File: src/rtl/pulse_stretcher.sv
// -----------------------------------------------------------------------------
// pulse_stretcher
//
// Turns single-cycle request pulses into clean high levels of programmable
// length. Each high is followed by a programmable minimum low gap. Requests
// that arrive while an output is in progress are counted in a saturating
// pending counter and replayed in order.
//
// Optional feature macro: PULSE_STRETCH_QUEUE_EN
//   defined     -> pending-request counter present; busy-time requests queue.
//   not defined -> no queue; busy-time requests are dropped and flag overflow.
//
// Parameters
//   CNT_W   width of the length/gap counters and of len/gap
//   PEND_W  width of the pending-request counter
//
// Ports
//   clk        clock, all logic on rising edge
//   rst_n      asynchronous active-low reset
//   pulse_in   request, every sampled high cycle is one request
//   len        high time in cycles (0 behaves as 1)
//   gap        minimum low time after each high (0 behaves as 1)
//   clr_ovf    synchronous clear of overflow (a coincident set wins)
//   level_out  stretched output level (registered)
//   busy       high while in HIGH or GAP (registered)
//   pending    queued requests not yet started
//   overflow   sticky flag: a request was lost
// -----------------------------------------------------------------------------
module pulse_stretcher #(
    parameter int CNT_W  = 8,
    parameter int PEND_W = 4
) (
    input  logic              clk,
    input  logic              rst_n,
    input  logic              pulse_in,
    input  logic [CNT_W-1:0]  len,
    input  logic [CNT_W-1:0]  gap,
    input  logic              clr_ovf,
    output logic              level_out,
    output logic              busy,
    output logic [PEND_W-1:0] pending,
    output logic              overflow
);

    typedef enum logic [1:0] {
        S_IDLE = 2'd0,
        S_HIGH = 2'd1,
        S_GAP  = 2'd2
    } state_t;

    state_t            r_state;
    logic [CNT_W-1:0]  r_cnt;
    logic [CNT_W-1:0]  r_gap_lat;
    logic              r_level;
    logic              r_busy;
    logic [PEND_W-1:0] r_pend;
    logic              r_ovf;

    // Counters are loaded with (length - 1) and run down to zero, so a
    // programmed 0 and a programmed 1 both give a single-cycle phase.
    logic [CNT_W-1:0]  w_len_m1;
    logic [CNT_W-1:0]  w_gap_m1;
    logic              w_cnt_zero;
    logic              w_gap_end;
    logic              w_req_busy;
    logic              w_drop;
    logic              w_restart;
    logic [PEND_W-1:0] w_pend_next;

    assign w_len_m1   = (len == '0) ? '0 : len - CNT_W'(1);
    assign w_gap_m1   = (gap == '0) ? '0 : gap - CNT_W'(1);
    assign w_cnt_zero = (r_cnt == '0);
    assign w_gap_end  = (r_state == S_GAP) && w_cnt_zero;
    assign w_req_busy = pulse_in && (r_state != S_IDLE);

`ifdef PULSE_STRETCH_QUEUE_EN
    logic w_pend_full;
    logic w_accept;

    assign w_pend_full = (r_pend == {PEND_W{1'b1}});
    // On the final GAP cycle a full counter is also being decremented, so
    // the incoming request still fits and nothing is lost.
    assign w_accept    = w_req_busy && (!w_pend_full || w_gap_end);
    assign w_drop      = w_req_busy && !w_accept;
    // A request arriving on the final GAP cycle is consumed immediately,
    // even when the counter was empty.
    assign w_restart   = w_gap_end && ((r_pend != '0) || w_req_busy);

    always_comb begin
        w_pend_next = r_pend;
        if (w_accept && !w_restart) begin
            w_pend_next = r_pend + PEND_W'(1);
        end else if (!w_accept && w_restart) begin
            w_pend_next = r_pend - PEND_W'(1);
        end
    end
`else
    assign w_drop      = w_req_busy;
    assign w_restart   = 1'b0;
    assign w_pend_next = '0;
`endif

    always_ff @(posedge clk or negedge rst_n) begin
        if (!rst_n) begin
            r_state   <= S_IDLE;
            r_cnt     <= '0;
            r_gap_lat <= '0;
            r_level   <= 1'b0;
            r_busy    <= 1'b0;
            r_pend    <= '0;
            r_ovf     <= 1'b0;
        end else begin
            r_pend <= w_pend_next;

            if (w_drop) begin
                r_ovf <= 1'b1;
            end else if (clr_ovf) begin
                r_ovf <= 1'b0;
            end

            case (r_state)
                S_IDLE: begin
                    if (pulse_in) begin
                        r_state   <= S_HIGH;
                        r_cnt     <= w_len_m1;
                        r_gap_lat <= w_gap_m1;
                        r_level   <= 1'b1;
                        r_busy    <= 1'b1;
                    end
                end
                S_HIGH: begin
                    if (w_cnt_zero) begin
                        r_state <= S_GAP;
                        r_cnt   <= r_gap_lat;
                        r_level <= 1'b0;
                    end else begin
                        r_cnt <= r_cnt - CNT_W'(1);
                    end
                end
                S_GAP: begin
                    if (w_cnt_zero) begin
                        if (w_restart) begin
                            r_state   <= S_HIGH;
                            r_cnt     <= w_len_m1;
                            r_gap_lat <= w_gap_m1;
                            r_level   <= 1'b1;
                        end else begin
                            r_state <= S_IDLE;
                            r_busy  <= 1'b0;
                        end
                    end else begin
                        r_cnt <= r_cnt - CNT_W'(1);
                    end
                end
                default: begin
                    r_state <= S_IDLE;
                    r_level <= 1'b0;
                    r_busy  <= 1'b0;
                end
            endcase
        end
    end

    assign level_out = r_level;
    assign busy      = r_busy;
    assign pending   = r_pend;
    assign overflow  = r_ovf;

endmodule

File: config.mk
export PLATFORM = sky130hd
export DESIGN_NAME = pulse_stretcher
export DESIGN_NICKNAME = d
export VERILOG_FILES = /design/src/rtl/pulse_stretcher.sv
export SDC_FILE = /design/constraint.sdc
export NUM_CORES = 1
export LEC_CHECK = 0
export BUFFER_PORTS_ARGS = -buffer_cell sky130_fd_sc_hd__buf_2
export CAP_MARGIN = 20
export CORE_MARGIN = 10
export CORE_UTILIZATION = 50
export DETAILED_ROUTE_END_ITERATION = 8
export PLACE_DENSITY = 0.85
export SYNTH_ARGS = -nofsm -noshare
export SYNTH_HDL_FRONTEND = slang
export SYNTH_SLANG_ARGS = --single-unit
File: constraint.sdc
create_clock -name clk -period 1.95 [get_ports clk]
set_clock_uncertainty 0.2 [all_clocks]
set_input_delay 0.0975 -clock clk [delete_from_list [all_inputs] [get_ports clk]]
set_output_delay 0.0975 -clock clk [all_outputs]
set_load 0.02 [all_outputs]
# Yosys cells after proc, flatten, opt, wreduce, memory -nomap -nowiden
# Cells that the tools add are included.
dict set report classes {
  n_mux 16
  add_sub_neg 3
  eq_ne 6
  bitwise_logic 2
  n_reduce_logical 13
}
# op count
set op_table {}
lappend op_table {{$mux W8} 5}
lappend op_table {{$logic_not A8 Y1} 3}
lappend op_table {{$pmux W8 S3} 1}
lappend op_table {{$sub A8 B1 Y8 const B} 3}
lappend op_table {{$reduce_and A3 Y1} 4}
lappend op_table {{$ne A2 B2 Y1 const B} 4}
lappend op_table {{$mux W2} 3}
lappend op_table {{$pmux W1 S3} 2}
lappend op_table {{$pmux W2 S3} 1}
lappend op_table {{$mux W1} 4}
lappend op_table {{$reduce_bool A2 Y1} 2}
lappend op_table {{$reduce_bool A3 Y1} 1}
lappend op_table {{$eq A2 B1 Y1 const B} 1}
lappend op_table {{$eq A2 B2 Y1 const B} 1}
lappend op_table {{$logic_not A2 Y1} 1}
lappend op_table {{$not A1 Y1} 2}
lappend op_table {{$reduce_and A2 Y1} 1}
lappend op_table {{$logic_and A1 B1 Y1} 1}
dict set report word_totals {
  out_inout_bits 7
  elab_cells 46
  in_bits 20
  reg_bits 21
}

# Depth between registers and ports, before layout
# Gate-level depths: netlist (run 1).
dict set report depth {
  word_depth 4
  ltp_mapped 8
  depth_no_buf 7
}

# Worst setup path after synthesis (run 1)
# OpenSTA, ideal clock, no wires.
dict set report synth_path {
  path_kind {reg-to-reg}
  startpoint {reg r_state[0]}
  endpoint {reg r_cnt[5]}
  t_required_ns 1.686
  n_path_buf 1
  arrival_time_ns 1.858
  synth_period_minus_slack_ns 2.121
  slack_ns -0.171
  path_stages_with_launch 9
  setup_time_ns 0.064
  path_cell_list {dfrtp_1 -> inv_1 -> ha_1 -> buf_4 -> o21ai_0 -> a21o_1 -> or4_1 -> o211ai_2 -> a21o_1}
}
dict set report synth_via {
  elab_chain_len 3
  elab_cells_between_ends 8
  cone_classes {eq/ne: 4; mux: 1; reduce/logical: 3}
}
# element line
set synth_rtl {}
lappend synth_rtl {{start, declared} 51} ;# state_t r_state;
lappend synth_rtl {{start signal, assigned} 105} ;# r_state <= S_IDLE;
lappend synth_rtl {{start signal, assigned} 124} ;# r_state <= S_HIGH;
lappend synth_rtl {{start signal, assigned} 133} ;# r_state <= S_GAP;
lappend synth_rtl {{$eq A2 B2 Y1, or another cell as far along} 121} ;# case (r_state)
lappend synth_rtl {{$ne A2 B2 Y1 (no source line) or $reduce_bool A3 Y1 (tied branches)} --}
lappend synth_rtl {{$reduce_and A3 Y1 (no source line)} --}
lappend synth_rtl {{end signal, assigned} 125} ;# r_cnt <= w_len_m1;
lappend synth_rtl {{end signal, assigned} 134} ;# r_cnt <= r_gap_lat;
lappend synth_rtl {{end signal, assigned} 137} ;# r_cnt <= r_cnt - CNT_W'(1);
lappend synth_rtl {{end, declared} 52} ;# logic [CNT_W-1:0] r_cnt;
# Several ways; a longest one is shown, not always the timed one.
# A chain may end at the register's enable or synchronous reset.

# Worst setup path in the final report (run 1)
dict set report layout_path {
  startpoint {reg r_cnt[0]}
  endpoint {reg r_cnt[4]}
}
dict set report layout_via {
  elab_chain_len 3
  elab_cells_between_ends 7
  cone_classes {add/sub: 1; eq/ne: 1; mux: 3; reduce/logical: 2}
}
# element line
set layout_rtl {}
lappend layout_rtl {{$sub A8 B1 Y8 or $logic_not A8 Y1 (tied branches)} {137, 152, 72}}
lappend layout_rtl {{$mux W8, or another cell as far along} 141} ;# if (w_cnt_zero) begin
lappend layout_rtl {{$pmux W8 S3 or $reduce_and A3 Y1 (tied branches)} --}
# Several ways; a longest one is shown, not always the timed one. The select of a mux whose other input is x is not followed.

==> run metrics, run 1 <==
status finished, violations left; failing checks negative setup slack; wirelength, routed 4.36 mm; Comb pwr share 62.2%; Synth-to-Final Area Change 35.5%; Num CTS Buffers 3; clock network power share 7.5%; Worst-Skew Late Latency 0.30 ns; grt met1 use 15.5%; clk slew on worst S/H paths 0.12 ns; post-synth top area share 33.1%; post-route ant nets 0; Switch Pwr 1.27 mW; multi-input logic area 0.00105 mm^2; grt total ovfl 0; Mapped Cells 178; power per cell area 1340 mW/mm^2; Post-Syn Area 0.00159 mm^2; worst-path maximum fanout 4; WHS Endpoint r_cnt[5]; clock root cell clkbuf_4; Worst Setup End Kind register; drt via density 5.50; met3 usage in global routing 3.07%; initial antenna violation count 0; clk sinks 21; Core Area 0.00305 mm^2; Final setup viols 6; H-Tree Depth 1; fraction of layout instances using a drive strength above 1 32.8%; total power 2.87 mW; first-pass GRT wire length 6.86 mm; Worst Hold Launch len[5]; Inst Count DP 257; hold depth 4; synth top area cells dfrtp_1 (33%), ha_1 (7.1%), o21ai_0 (5.7%); Max IR drop VDD 0.934 mV; DRC viols 0; Yosys reg bits 21; Reg area 527 um^2; DRT Pass-1 Iters 4; via count 1535; number of synthesized flops with an enable pin 0; area leader, netlist dfrtp_1; critical setup path kind register to register; Port Buffers 22; hpwl dp 2.94 mm; post-synth cell types 43; pre-CTS WS -0.0678 ns; Final Hold Fails 0; commonest non-fill, non-tap cell in the layout buf_2; P_leak 0.971 nW; Ys Warns 0; r2r setup slk -0.08 ns; initial DRC count 171; RR Startpoint r_cnt[0]; most frequent cells in the layout buf_2 (22), dfrtp_1 (20), buf_4 (19), nand2_1 (16), o21ai_0 (15); largest net degree at the start of global routing 22; Sw Ratio 44.4%; gr busiest metal met2; Reg power frac 30.3%; Reg-to-Reg End r_cnt[4]; drt wl/cell 15.6 um; Die H 76.4 um; Ports 27; fmax 492 MHz; critical path required time 2.00 ns; gpl congestion 0.937; Primary FF master, synth dfrtp_1; Pint 1.60 mW; FP Rows 20; fin crit period 2.03 ns; Slowest-stage cell, CP or4_1; clk buf depth 2; vias in the first global route 1541; syn avg cell area 8.92 um^2; GRT Total Usage 13.5%; Layout fillers 253; final worst slack -0.0825 ns; share of the core filled with cells 70.5%; hold_ws 0.0300 ns; arrival time of the worst setup path 2.09 ns; CP max stage delay 0.53 ns; register area share after synthesis 33.1%; Slew Viols, Final 0; TritonCTS clock tree done; fin cells 279; Final #Nets 265; count of maximum capacitance violations 0; Hold WC Path Type input port to register; antenna cell count 0; Die Footprint 0.00583 mm^2; die width 76.4 um; RSZ-0062 raised after global routing yes; met2 usage 24.1%; async set or reset register ratio after synthesis 100%; Worst setup SP type register; worst reg-to-reg path cell count 6; crit-path cells inv_2 > ha_4 > or3b_4 > or4_1 > o21ai_1 > a22o_1; Starting Density 52.0%; period utilization 104%
## synth_stat cells, types with 2 or more instances
| cell type | number |
|---|---|
| buf_6 | 2 |
| a21o_1 | 2 |
| inv_1 | 16 |
| ha_1 | 9 |
| nand3_1 | 2 |
| nor4_1 | 3 |
| nor2_1 | 9 |
| nor3b_1 | 2 |
| xnor2_1 | 8 |
| xor2_1 | 2 |
| mux2i_1 | 3 |
| dfrtp_1 | 21 |
| o21ai_0 | 18 |
| o22ai_1 | 2 |
| buf_4 | 6 |
| a31oi_1 | 2 |
| o2111ai_1 | 3 |
| nand2_1 | 16 |
| a21oi_1 | 11 |
| nand2b_1 | 3 |
| o22a_1 | 3 |
| or4_1 | 3 |
| or4_4 | 3 |
| a22o_1 | 4 |
| nor3_1 | 7 |
## how the worst max path moves through the flow
stage              from       end  slack, ns  cells after the start
2_1_floorplan  r_cnt[0]  r_cnt[4]      -0.07                      6
3_3_place_gp   r_cnt[1]  r_cnt[4]      -0.03                      6
3_5_place_dp   r_cnt[0]  r_cnt[4]      -0.07                      6
4_1_cts        r_cnt[0]  r_cnt[4]      -0.09                      6
5_1_grt        r_cnt[0]  r_cnt[4]      -0.16                      6
6_report       r_cnt[0]  r_cnt[4]      -0.08                      6
## layout make-up
cell class / count / area share, %
Sequential cell: 21 / 24.5
Timing Repair Buffer: 58 / 20.3
Clock buffer: 4 / 1.22
Tap cell: 44 / 2.56
Multi-Input combinational cell: 136 / 48.7
Inverter: 16 / 2.79
## metal layers
layer / wire [um] / vias up
met5: 0 / -
met4: 47 / 0
met3: 263 / 6
met2: 2250 / 56
met1: 1790 / 720
li1: - / 753
## sequential cells by signal, indices dropped and copies added (netlist names)
register	cells
r_gap_lat	8
r_state	2
overflow	1
r_cnt	8
busy	1
level_out	1
## what timing repair did
item                                   CTS  global route
endpoints found under the hold margin   34             0
gates cloned                             0             1
hold buffers                            13             0
buffers inserted                         1             3
gates resized for setup                  3            20
pin swaps                                2             6
setup endpoints to repair                5            11
## worst max-delay path, delay by kind of cell, from the launching register on
kind,cells,cell delay [ns]
compound gates,2,0.22
fa+ha+maj,1,0.14
flops,1,0.42
simple gates,2,0.93
buf+inv,1,0.08
## logic make-up after synthesis
logic type                 count (synthesis)  synth area share [%]
xor gates and xnor gates                  10                  5.52
adders and majority gates                  9                  7.09
DFF                                       21                  33.1
buffers and inverters                     25                  8.35
and+or+nand+nor                           54                  19.3
AOI/OAI and AO/OA                         55                  24.5
muxes                                      3                  1.89
other                                      1                 0.236
## through the flow
step	area [um^2]	setup TNS (ns)
after floorplan	1610	-0.121
after global placement	1850	-0.0251
after detailed placement	1850	-0.0783
after CTS	2020	-0.122
after global routing	2150	-0.773
final	2150	-0.251
## power by group through the flow
stage               Combinational, mW  Sequential, mW  Clock (mW)
floorplan                        1.01           0.836           0
global placement                 1.46           0.818           0
detailed placement               1.48           0.828           0
CTS                              1.56           0.824       0.218
global route                     1.96           0.889       0.240
finish                           1.79           0.870       0.216
Note: power is estimated with default switching activity, not from simulation.
==> run 2, diff against run 1 <==
--- a/config.mk
+++ b/config.mk
@@ -9,7 +9,7 @@
 export CAP_MARGIN = 20
 export CORE_MARGIN = 10
-export CORE_UTILIZATION = 50
+export CORE_UTILIZATION = 60
 export DETAILED_ROUTE_END_ITERATION = 8
-export PLACE_DENSITY = 0.85
+export PLACE_DENSITY = 0.94
 export SYNTH_ARGS = -nofsm -noshare
 export SYNTH_HDL_FRONTEND = slang
==> constraint.sdc (replaced) <==
create_clock -name clk -period 2.51 [get_ports clk]
set_clock_uncertainty 0.2 [all_clocks]
set_input_delay 0.1255 -clock clk [delete_from_list [all_inputs] [get_ports clk]]
set_output_delay 0.1255 -clock clk [all_outputs]
set_load 0.05 [all_outputs]
==> run 2 against run 1 <==
The run now ends clean. Hold slack gained 0.034 ns. Final cell count shrank 12%. Worst setup slack gained 0.31 ns. Count of clock-buffer cells in the layout shrank 1. Core utilization grew 3.8 points. Sequential power shrank 23%. Clock power shrank 24%. Global-route usage grew 3.3 points. Non-clock buffer count shrank 20. Total power shrank 33%. Flip-flop and latch count is the same. Die area shrank 12%. Highest routed layer unchanged.
==> run metrics, run 2 (synthesized netlist as in run 1, its figures left out) <==
TritonCTS clock tree done; grt met1 use 18.5%; fin cells 245; Final Cell Area 0.00186 mm^2; postcts setup bufs 0; total power 1.93 mW; Inst Count DP 227; via count 1457; biggest registers after layout r_cnt (8), r_gap_lat (8), r_state (2); H-Tree Depth 1; Final Hold Fails 0; Synth-to-Final Area Change 16.9%; CTS Hold Bufs 13; Worst Setup End Kind register; Num CTS Buffers 3; GRT Total Usage 16.8%; DRC viols 0; Hold WC Path Type input port to register; critical setup path kind register to register; DRT Pass-1 Iters 4; largest net degree at the start of global routing 22; grt total ovfl 0; count of maximum capacitance violations 0; initial antenna violation count 1; hpwl dp 3.07 mm; vias in the first global route 1554; post-route ant nets 0; Ports 27; met3 usage in global routing 3.72%; Core Area 0.00250 mm^2; dpl cell area 0.00170 mm^2; Worst Hold Launch gap[1]; setup_tns 0 ns; critical path required time 2.58 ns; die width 71.4 um; period utilization 90.9%; hold_ws 0.0638 ns; Port Buffers 22; P_leak 0.857 nW; clock root cell clkbuf_4; power per cell area 1040 mW/mm^2; gpl congestion 0.913; Starting Density 63.5%; first-pass GRT wire length 7.17 mm; worst reg-to-reg path cell count 7; Final setup viols 0; arrival time of the worst setup path 2.35 ns; Final #Nets 244; worst-path maximum fanout 11; Worst-Skew Late Latency 0.31 ns; Die H 71.4 um; Worst setup SP type register; Max IR drop VDD 0.768 mV; drt via density 5.95; clk slew on worst S/H paths 0.13 ns; Die Footprint 0.00510 mm^2; fin crit period 2.28 ns; hold depth 4; met2 usage 30.9%; Setup crit start r_state[0]; most frequent cells in the layout buf_2 (22), dfrtp_1 (21), o21ai_0 (18), inv_1 (16), nand2_1 (16); post-CTS sizing 0; gr busiest metal met2; status completed; fmax 438 MHz; commonest non-fill, non-tap cell in the layout buf_2; initial DRC count 134; Slew Viols, Final 0; fraction of layout instances using a drive strength above 1 18.2%; drt wl/cell 16.9 um; worst rel slew slack 65.2%; clk buf depth 2; RR Startpoint r_state[0]; FP Rows 18; wirelength, routed 4.14 mm; RSZ-0062 raised after global routing no; clk sinks 21; Least-Margin Pin Slew 0.515 ns
-- run 2: changes by cell type in the layout (fill, tap and decap cells not counted), moves of 2 or more --
cell	before	now
buf_4	19	3
inv_1	12	16
inv_2	4	0
buf_6	3	0
ha_1	6	9
ha_4	3	0
o21ai_0	15	18
nor3_1	5	7
nor3_2	2	0
nor4_1	1	3
nor4_2	2	0
o21ai_1	2	0
-- run 2: critical path, cell delays in order, from the launching register on --
cell	delay, ns
dfrtp_1	0.43
inv_1	0.10
ha_1	0.41
o21ai_0	0.20
a21o_1	0.21
or4_1	0.48
o211ai_2	0.08
a21o_1	0.13
-- run 2: where the power goes --
part,leakage [nW],internal [mW],switching [mW]
Clock,0.0177,0.0595,0.104
Sequential,0.259,0.501,0.174
Combinational,0.580,0.442,0.651
Total,0.857,1.00,0.929
-- run 2: worst paths after layout --
| kind | to | slack [ns] |
|---|---|---|
| worst max-delay path | r_cnt[5] | 0.23 |
| worst min-delay path | r_gap_lat[1] | 0.06 |
| worst max register to register | r_cnt[5] | 0.23 |
| worst min register to register | r_gap_lat[4] | 0.31 |
| max in group asynchronous | r_cnt[3] | 1.69 |
| min in group asynchronous | r_cnt[4] | 0.07 |
-- run 2: area by class of cell --
class,instances,area (um^2)
well taps,30,37.5
multi-input cells,135,941
flip-flops and latches,21,526
clock buffers,3,22.5
repair buffers,38,263
fillers,182,643
diodes,1,2.50
inverters,16,60.1
clock inverters,1,5.00
-- run 2: per-stage QoR --
step	setup WS, ns	utilization (%)
floorplan	0.389	-
finish	0.229	74.3
detailed placement	0.275	67.9
CTS	0.240	74.2
global placement	0.345	67.9
global route	0.0669	74.3
-- run 2: metal layers --
| metal | up-vias | part of all wire (%) | wire length (um) |
|---|---|---|---|
| met5 | - | 0 | 0 |
| met4 | 0 | 2.5 | 105 |
| met3 | 12 | 6.0 | 247 |
| met2 | 56 | 53 | 2180 |
| met1 | 685 | 39 | 1600 |
| li1 | 704 | - | - |
==> run 3, diff against run 2 <==
CORE_UTILIZATION = 30   (was 60)
PLACE_DENSITY = 0.58   (was 0.94)
==> run 3 against run 2 <==
Via count down 2.3%. Global-route usage down 7.4 points. Core utilization down 36 points. Final cell count up 17%. Combinational power about the same. Die area up 69%. Sequential power down 0.6%. First-iteration DRC count down 42%. Count of clock-buffer cells in the layout unchanged.
==> run metrics, run 3 (synthesized netlist as in run 1, its figures left out) <==
status completed; largest net degree at the start of global routing 22; Die H 92.8 um; Core Area 0.00511 mm^2; Worst setup SP type register; Least-Margin Pin Slew 0.493 ns; RSZ-0062 raised after global routing no; setup_tns 0 ns; count of maximum capacitance violations 0; commonest non-fill, non-tap cell in the layout buf_2; first-pass GRT wire length 6.87 mm; clk slew on worst S/H paths 0.09 ns; delay-heaviest family, CP simple AND/OR/NAND/NOR gates; Num CTS Buffers 3; Final setup viols 0; worst-path maximum fanout 6; power per cell area 1030 mW/mm^2; grt total ovfl 0; CP max stage delay 0.48 ns; die width 92.8 um; GRT Total Usage 9.45%; Crit path buffers/inverters 2; TritonCTS clock tree done; initial DRC count 78; period utilization 87.1%; hold_ws 0.0294 ns; Starting Density 31.1%; Ports 27; crit-path cells inv_1 > ha_1 > nor4b_1 > buf_4 > a21o_1 > or4_1 > o211ai_2 > a21o_1; vias in the first global route 1516; share of the core filled with cells 37.8%; Hold WC Path Type input port to register; Worst Setup End Kind register; wirelength, routed 3.91 mm; Slowest-stage cell, CP or4_1; H-Tree Depth 1; Layout fillers 530; gpl congestion 0.823; P_leak 0.876 nW; fmax 457 MHz; Final #Nets 246; antenna cell count 0; Slew Viols, Final 0; Port Buffers 22; DRT Pass-1 Iters 4; post-route ant nets 0; critical setup path kind register to register; fin crit period 2.19 ns; drt via density 4.98; Max IR drop VDD 0.509 mV; worst rel slew slack 66.8%; fraction of layout instances using a drive strength above 1 19.9%; total power 1.99 mW; critical path required time 2.52 ns; CP dominant cell by count a21o_1; clk sinks 21; via count 1423; Worst-Skew Late Latency 0.26 ns; arrival time of the worst setup path 2.20 ns; clk buf depth 2; Die Footprint 0.00860 mm^2; hpwl dp 2.97 mm; biggest registers after layout r_cnt (8), r_gap_lat (8), r_state (2); Reg area 526 um^2; FP Rows 26; Final Hold Fails 0; multi-input logic area 941 um^2; DRC viols 0; most frequent cells in the layout buf_2 (22), dfrtp_1 (21), o21ai_0 (18), inv_1 (16), nand2_1 (16); clock root cell clkbuf_8; drt wl/cell 13.7 um; Synth-to-Final Area Change 21.7%; postcts setup bufs 0; initial antenna violation count 0
## run 3: cell count changes in the layout (fill, tap and decap cells not counted), sizes merged
cell / before / now
dlygate4sd3: 13 / 11
diode: 1 / 0
buf: 25 / 29
## run 3: worst reg2reg max path: stages, from the launching register on
cell	delay, ns
dfrtp_1	0.42
inv_1	0.09
ha_1	0.31
nor4b_1	0.10
buf_4	0.15
a21o_1	0.19
or4_1	0.48
o211ai_2	0.07
a21o_1	0.12
## run 3: final cells by class
cell class	count	area share [%]
inverter	16	3.11
sequential	21	27.2
clock buffer	3	2.14
multi-input combinational	135	48.7
timing repair buffer	40	14.1
clock inverter	1	0.259
tap	70	4.53
## run 3: where the power goes
group / internal, mW / switching [mW]
combinational: 0.458 / 0.638
clock: 0.111 / 0.118
sequential: 0.501 / 0.169
## run 3: path summary, 6_finish.rpt
check,startpoint,end,slack (ns),cells past startpoint
max,r_state[0],r_cnt[5],0.32,8
min in group asynchronous,rst_n,r_cnt[0],0.15,2
min reg2reg,r_gap_lat[2],r_gap_lat[2],0.29,2
max in group asynchronous,rst_n,r_gap_lat[5],1.62,2
max reg2reg,r_state[0],r_cnt[5],0.32,8
min,len[0],r_cnt[0],0.03,3
## run 3: stage by stage
stage / setup WS, ns / instance area (um^2) / instances
6_report: 0.324 / 1930 / 286
5_1_grt: 0.199 / 1930 / 286
4_1_cts: 0.314 / 1930 / 286
3_5_place_dp: 0.333 / 1780 / 271
3_3_place_gp: 0.377 / 1780 / 271
2_1_floorplan: 0.389 / 1600 / 181
## run 3: layer usage
layer	GRT usage (%)	routed length [um]	part of all wire (%)
met1	11.8	1880	48
met2	15.3	1730	44
met3	3.07	267	6.8
met4	2.44	29	0.74
met5	0	0	0
## run 3: timing repair
item,CTS,global route
hold endpoints to repair,31,0
gates resized for setup,0,0
hold buffers,11,0
